--- src/rtl/axi_cmd_arbiter.sv ---
// Round-robin arbiter that shares one single-beat AXI3 master port between
// NUM_REQ command requesters, one transaction in flight at a time.
module axi_cmd_arbiter #(
    parameter int NUM_REQ    = 4,
    parameter int AXI_ADDR_W = 32,
    parameter int AXI_DATA_W = 32,
    parameter int AXI_ID_W   = 4,
    parameter int IDX_W      = $clog2(NUM_REQ)
) (
    input  logic                           CLK,
    input  logic                           RESETn,
    input  logic [NUM_REQ-1:0]             req_valid,
    output logic [NUM_REQ-1:0]             req_ready,
    input  logic [NUM_REQ-1:0]             req_write,
    input  logic [NUM_REQ*AXI_ADDR_W-1:0]  req_addr,
    input  logic [NUM_REQ*AXI_DATA_W-1:0]  req_wdata,
    output logic                           rsp_valid,
    output logic [IDX_W-1:0]               rsp_idx,
    output logic [AXI_DATA_W-1:0]          rsp_rdata,
    output logic [1:0]                     rsp_resp,
    output logic                           rsp_id_err,
    output logic [AXI_ID_W-1:0]            AWID,
    output logic [AXI_ADDR_W-1:0]          AWADDR,
    output logic [3:0]                     AWLEN,
    output logic [2:0]                     AWSIZE,
    output logic [1:0]                     AWBURST,
    output logic                           AWVALID,
    input  logic                           AWREADY,
    output logic [AXI_ID_W-1:0]            WID,
    output logic [AXI_DATA_W-1:0]          WDATA,
    output logic [AXI_DATA_W/8-1:0]        WSTRB,
    output logic                           WLAST,
    output logic                           WVALID,
    input  logic                           WREADY,
    input  logic [AXI_ID_W-1:0]            BID,
    input  logic [1:0]                     BRESP,
    input  logic                           BVALID,
    output logic                           BREADY,
    output logic [AXI_ID_W-1:0]            ARID,
    output logic [AXI_ADDR_W-1:0]          ARADDR,
    output logic [3:0]                     ARLEN,
    output logic [2:0]                     ARSIZE,
    output logic [1:0]                     ARBURST,
    output logic                           ARVALID,
    input  logic                           ARREADY,
    input  logic [AXI_ID_W-1:0]            RID,
    input  logic [AXI_DATA_W-1:0]          RDATA,
    input  logic [1:0]                     RRESP,
    input  logic                           RLAST,
    input  logic                           RVALID,
    output logic                           RREADY,
    output logic [2:0]                     dbg_state
);

    // Handshakes: a transfer happens on a rising edge where VALID and READY
    // are both 1; VALID, once raised, holds with stable payload until then.
    typedef enum logic [2:0] {
        S_IDLE         = 3'd0,
        S_WR_ADDR_DATA = 3'd1,
        S_WR_RESP      = 3'd2,
        S_RD_ADDR      = 3'd3,
        S_RD_DATA      = 3'd4,
        S_RSP          = 3'd5
    } state_t;

    state_t                  r_state;
    state_t                  w_next;
    logic [IDX_W-1:0]        r_ptr;
    logic [IDX_W-1:0]        r_idx;
    logic [IDX_W-1:0]        w_gnt;
    logic [IDX_W-1:0]        w_cand;
    logic                    w_found;
    logic                    w_accept;
    logic                    w_aw_hs;
    logic                    w_w_hs;
    logic                    r_aw_done;
    logic                    r_w_done;
    logic                    r_id_err;
    logic [AXI_ADDR_W-1:0]   r_addr;
    logic [AXI_DATA_W-1:0]   r_wdata;
    logic [AXI_DATA_W-1:0]   r_rdata;
    logic [1:0]              r_resp;
    logic [AXI_ID_W-1:0]     w_id;
    logic [AXI_ADDR_W-1:0]   w_addr_arr  [NUM_REQ];
    logic [AXI_DATA_W-1:0]   w_wdata_arr [NUM_REQ];
    logic                    w_unused;

    for (genvar gi = 0; gi < NUM_REQ; gi++) begin : g_unpack
        assign w_addr_arr[gi]  = req_addr[gi*AXI_ADDR_W +: AXI_ADDR_W];
        assign w_wdata_arr[gi] = req_wdata[gi*AXI_DATA_W +: AXI_DATA_W];
    end

    // RLAST carries no information for single-beat reads.
    assign w_unused = RLAST;
    assign w_id     = AXI_ID_W'(r_idx);
    assign w_accept = (r_state == S_IDLE) && w_found;
    assign w_aw_hs  = AWVALID && AWREADY;
    assign w_w_hs   = WVALID && WREADY;

    // First valid requester at or above the pointer, wrapping around.
    always_comb begin
        w_found = 1'b0;
        w_gnt   = '0;
        w_cand  = '0;
        for (int k = 0; k < NUM_REQ; k++) begin
            w_cand = IDX_W'((int'(r_ptr) + k) % NUM_REQ);
            if (!w_found && req_valid[w_cand]) begin
                w_found = 1'b1;
                w_gnt   = w_cand;
            end
        end
    end

    always_ff @(posedge CLK) begin
        if (!RESETn) begin
            r_state <= S_IDLE;
        end else begin
            r_state <= w_next;
        end
    end

    always_comb begin
        w_next = r_state;
        case (r_state)
            S_IDLE: begin
                if (w_found) begin
                    w_next = req_write[w_gnt] ? S_WR_ADDR_DATA : S_RD_ADDR;
                end
            end
            S_WR_ADDR_DATA: begin
                if ((r_aw_done || w_aw_hs) && (r_w_done || w_w_hs)) begin
                    w_next = S_WR_RESP;
                end
            end
            S_WR_RESP: if (BVALID)  w_next = S_RSP;
            S_RD_ADDR: if (ARREADY) w_next = S_RD_DATA;
            S_RD_DATA: if (RVALID)  w_next = S_RSP;
            S_RSP:     w_next = S_IDLE;
            default:   w_next = S_IDLE;
        endcase
    end

    always_comb begin
        req_ready  = '0;
        AWVALID    = 1'b0;
        WVALID     = 1'b0;
        BREADY     = 1'b0;
        ARVALID    = 1'b0;
        RREADY     = 1'b0;
        rsp_valid  = 1'b0;
        rsp_idx    = '0;
        rsp_rdata  = '0;
        rsp_resp   = '0;
        rsp_id_err = 1'b0;
        AWID       = w_id;
        AWADDR     = r_addr;
        AWLEN      = 4'd0;
        AWSIZE     = 3'b010;
        AWBURST    = 2'b01;
        WID        = w_id;
        WDATA      = r_wdata;
        WSTRB      = '1;
        WLAST      = 1'b1;
        ARID       = w_id;
        ARADDR     = r_addr;
        ARLEN      = 4'd0;
        ARSIZE     = 3'b010;
        ARBURST    = 2'b01;
        dbg_state  = r_state;
        case (r_state)
            S_IDLE:         if (w_found) req_ready[w_gnt] = 1'b1;
            S_WR_ADDR_DATA: begin
                AWVALID = !r_aw_done;
                WVALID  = !r_w_done;
            end
            S_WR_RESP:      BREADY  = 1'b1;
            S_RD_ADDR:      ARVALID = 1'b1;
            S_RD_DATA:      RREADY  = 1'b1;
            S_RSP: begin
                rsp_valid  = 1'b1;
                rsp_idx    = r_idx;
                rsp_rdata  = r_rdata;
                rsp_resp   = r_resp;
                rsp_id_err = r_id_err;
            end
            default: ;
        endcase
    end

    always_ff @(posedge CLK) begin
        if (!RESETn) begin
            r_ptr     <= '0;
            r_idx     <= '0;
            r_addr    <= '0;
            r_wdata   <= '0;
            r_rdata   <= '0;
            r_resp    <= '0;
            r_id_err  <= 1'b0;
            r_aw_done <= 1'b0;
            r_w_done  <= 1'b0;
        end else begin
            if (w_accept) begin
                r_idx     <= w_gnt;
                r_addr    <= w_addr_arr[w_gnt];
                r_wdata   <= w_wdata_arr[w_gnt];
                r_ptr     <= IDX_W'((int'(w_gnt) + 1) % NUM_REQ);
                r_aw_done <= 1'b0;
                r_w_done  <= 1'b0;
            end
            if (r_state == S_WR_ADDR_DATA) begin
                if (w_aw_hs) r_aw_done <= 1'b1;
                if (w_w_hs)  r_w_done  <= 1'b1;
            end
            if (r_state == S_WR_RESP && BVALID) begin
                r_resp   <= BRESP;
                r_rdata  <= '0;
                r_id_err <= (BID != w_id);
            end
            if (r_state == S_RD_DATA && RVALID) begin
                r_resp   <= RRESP;
                r_rdata  <= RDATA;
                r_id_err <= (RID != w_id);
            end
        end
    end

endmodule

--- config.mk ---
export PLATFORM = sky130hd
export DESIGN_NAME = axi_cmd_arbiter
export DESIGN_NICKNAME = d
export VERILOG_FILES = /design/src/rtl/axi_cmd_arbiter.sv
export SDC_FILE = /design/constraint.sdc
export NUM_CORES = 1
export LEC_CHECK = 0
export BUFFER_PORTS_ARGS = -buffer_cell sky130_fd_sc_hd__buf_2
export CORE_AREA = 2 2 191 193
export DETAILED_ROUTE_END_ITERATION = 8
export DIE_AREA = 0 0 193 195
export HOLD_SLACK_MARGIN = 0.15
export SETUP_SLACK_MARGIN = 0.4
export SYNTH_ARGS = -nofsm -noshare
export SYNTH_HDL_FRONTEND = slang
export SYNTH_SLANG_ARGS = --single-unit
--- constraint.sdc ---
create_clock -name CLK -period 2.36 [get_ports CLK]
set_input_delay 0.472 -clock CLK [delete_from_list [all_inputs] [get_ports CLK]]
set_output_delay 0.472 -clock CLK [all_outputs]
set_load 0.005 [all_outputs]
==> key figures <==
STA
  • Clock Skew: 0.00931 ns
  • Worst slew margin: 0.668
  • Setup violators final: 3
  • Min Clock Period, post-route: 2.38 ns
  • Fmax: around 0.42 GHz
  • Slew Viols, Final: 0
  • RSZ-0062 raised after global routing: true
  • Worst Slack Setup Final: -0.0203 ns
  • Fin crit share: 1.01
  • Worst slew pin tran: approximately 0.5 ns
  • Final Hold Fails: 0

Yosys
  • Yosys top cell area share: 0.322
  • Syn Inst Count: between 800 and 900
  • Cell taking the most area after synthesis: dfxtp_1
  • Post-synth EDFFs: 0
  • Ranking of synthesized cells by area: dfxtp_1 32%, a211oi_1 14%, and3_1 12%
  • Synthesized area per cell: roughly 8 um^2
  • Yosys cell types: 42
  • Flop and latch count out of synthesis: around 110
  • Sequential element share of the synthesized area: 0.322
  • Asr flop ratio synth: 0
  • Synthesis warning total: 0
  • Prevailing post-synth register cell: dfxtp_1
  • Syn Std Cell Area: 6710 um^2

Route
  • Final WL: 30.4 mm
  • DR vias: about 8,000
  • Vias per Instance: between 4 and 5
  • Post-DRT Antenna Nets: 0
  • Iteration-0 DRC count of the detailed router: between 400 and 500
  • Drt wl/cell: 17.6 um
  • DR pass1 iterations: 5
  • DRC: 0

Placement
  • # port buffers: 466
  • Post-DP HPWL: roughly 21 mm
  • Post-place setup slack: -0.100 ns
  • GP Congestion: 0.869

Floorplan
  • Die Y: between 150 and 200 um
  • Io pins: ~500
  • Initial Util: 0.190
  • Die W: just under 200 um
  • Row cnt: 69
  • Die area: between 30,000 and 40,000 um^2
  • Placeable Area: about 35,000 um^2

Run
  • Max Cap Viol: 0

Setup path
  • Crit Path Class: flip-flop to primary output
  • CP Launch Type: flip-flop
  • Worst EP arrival: about 1.9 ns
  • Worst Path Max Fanout: 6
  • Worst Path Required: about 1.9 ns
  • Element type at the critical path end: primary output

Pwr
  • Switching power: 4.77 mW
  • Sequential power share: 0.264
  • P per Cell Area: ~1000 nW/um^2
  • Logic gate share of total power: 0.588
  • Power Total: 11.2 mW
  • Switching share of power: 0.428
  • Internal power: 6.39 mW
  • Clk pwr share: 0.148
  • LEAKAGE: around 5.3 nW
  • Peak VDD IR: 657 uV

Cells and area
  • Ant. Diodes: 0
  • Share of layout cells above drive strength 1: 0.515
  • Area Growth Syn to Fin: 61.5%
  • Nets@finish: between 1,500 and 2,000
  • Leading cell type in the layout, fill and taps excluded: buf_2
  • Multi-input gate area: roughly 4200 um^2
  • Reg area: 2170 um^2
  • Post-layout util: 0.306
  • # fillers: 3,765
  • Most frequent cells in the layout: 429 x buf_2, 130 x and3_1, 104 x dfxtp_1

Global route
  • Global route hottest layer: met2
  • Grt met2 use: 0.246
  • First-pass GRT wire length: about 42 mm
  • Global Route met1 Usage: 0.184
  • GR Layer Usage met3: 0.0316
  • Gr ovfl total: 0
  • Antenna violations before repair: 1
  • Vias in the first global route: 7,345
  • Gr usage total: 0.146
  • Largest net degree at the start of global routing: 79

Clock tree
  • Clock Latency Late Sink: between 0.3 and 0.4 ns
  • Clock sink count: approximately 110
  • CTS max path bufs: 2
  • H-tree depth: 3
  • CTS buffer count: 9
  • CTS tree: yes
  • Clock root cell: clkbuf_16
  • CTS clock-pin slew for the worst setup and hold paths: 0.08 ns

Worst hold path
  • Min-Delay Path Class: primary input to flip-flop

Run status
  • Status: finished with violations
  • Failing checks: setup timing
-- layout make-up --
class                           count  area share
Multi-Input combinational cell    601       0.389
Timing Repair Buffer              539       0.326
Sequential cell                   108       0.200
Tap cell                          461      0.0532
Clock buffer                        9      0.0208
Clock inverter                      6     0.00727
Inverter                            8     0.00346
-- routing by layer --
| layer | part of all wire | wire [um] |
|---|---|---|
| met2 | 0.49 | 14800 |
| met4 | 0.019 | 582 |
| met3 | 0.068 | 2070 |
| met1 | 0.43 | 13000 |
| met5 | 0 | 0 |
-- through the flow --
stage	TNS (ns)	instances	area (um^2)	hold WS, ns
floorplan	0	868	6840	0.439
global placement	-0.0652	1684	9390	0.431
detailed placement	-0.803	1684	9390	0.434
CTS	-0.0963	1717	10100	0.323
global route	-0.493	1732	10800	0.338
finish	-0.0473	1732	10800	0.351
-- flip-flops by register name (all words and copies together) (netlist names) --
name,cells
ARADDR,32
WDATA,32
dbg_state,3
r_aw_done,1
r_id_err,1
r_idx,2
r_ptr,2
r_rdata,32
r_resp,2
r_w_done,1
-- path summary, 6_finish.rpt --
| kind | start | endpoint | slack, ns | cells past startpoint |
|---|---|---|---|---|
| hold reg to reg | WDATA[11] | WDATA[11] | 0.45 | 2 |
| setup reg to reg | r_ptr[1] | ARADDR[19] | 0.07 | 14 |
| setup / recovery | r_ptr[1] | req_ready[3] | -0.02 | 7 |
| hold / removal | RDATA[23] | r_rdata[23] | 0.35 | 3 |
-- kinds of logic (layout without fill, tap and decap cells) --
group,count (synthesis),in the layout,share of synthesized area
other cells,2,29,0.00112
simple gates,310,310,0.247
xor+xnor,1,1,0.00130
buf+inv,159,562,0.132
fa+ha+maj,4,4,0.00746
mux,9,9,0.0134
flops,108,108,0.322
compound gates,248,248,0.276
-- timing repair --
| action | CTS | global route |
|---|---|---|
| buffers inserted | 12 | 13 |
| pin swaps | 6 | 43 |
| gates cloned | 6 | 2 |
| hold buffers | 0 | 0 |
| setup endpoints to repair | 106 | 109 |
| gates resized for setup | 56 | 132 |
-- worst max-delay path: stages, from the launching register on --
cell	delay, ns
dfxtp_4	0.38
mux2i_1	0.19
nor2_1	0.07
or3_4	0.44
inv_6	0.11
ha_4	0.12
and2_4	0.14
buf_6	0.09
-- power by group through the flow --
stage	clock, mW	sequential, mW	combinational [mW]
after floorplan	0	2.91	3.30
after detailed placement	0	2.95	5.46
final	1.65	2.95	6.56
after CTS	1.72	2.94	5.91
after global routing	1.77	3.03	7.14
after global placement	0	2.93	5.44
-- Yosys cell counts (all sizes together) (2+ instances only) --
cell type,count
a211oi,129
conb,2
or2,2
dfxtp,108
a21oi,9
a22oi,32
mux2i,9
o31ai,64
o221ai,2
nor2,50
nand2b,4
buf,90
inv,7
ha,4
nor2b,2
nand2,72
nor3,3
o21ai,4
clkbuf,61
nor4,2
and3,130
and2,41
a2111oi,3
Note: power is estimated with default switching activity, not from simulation.
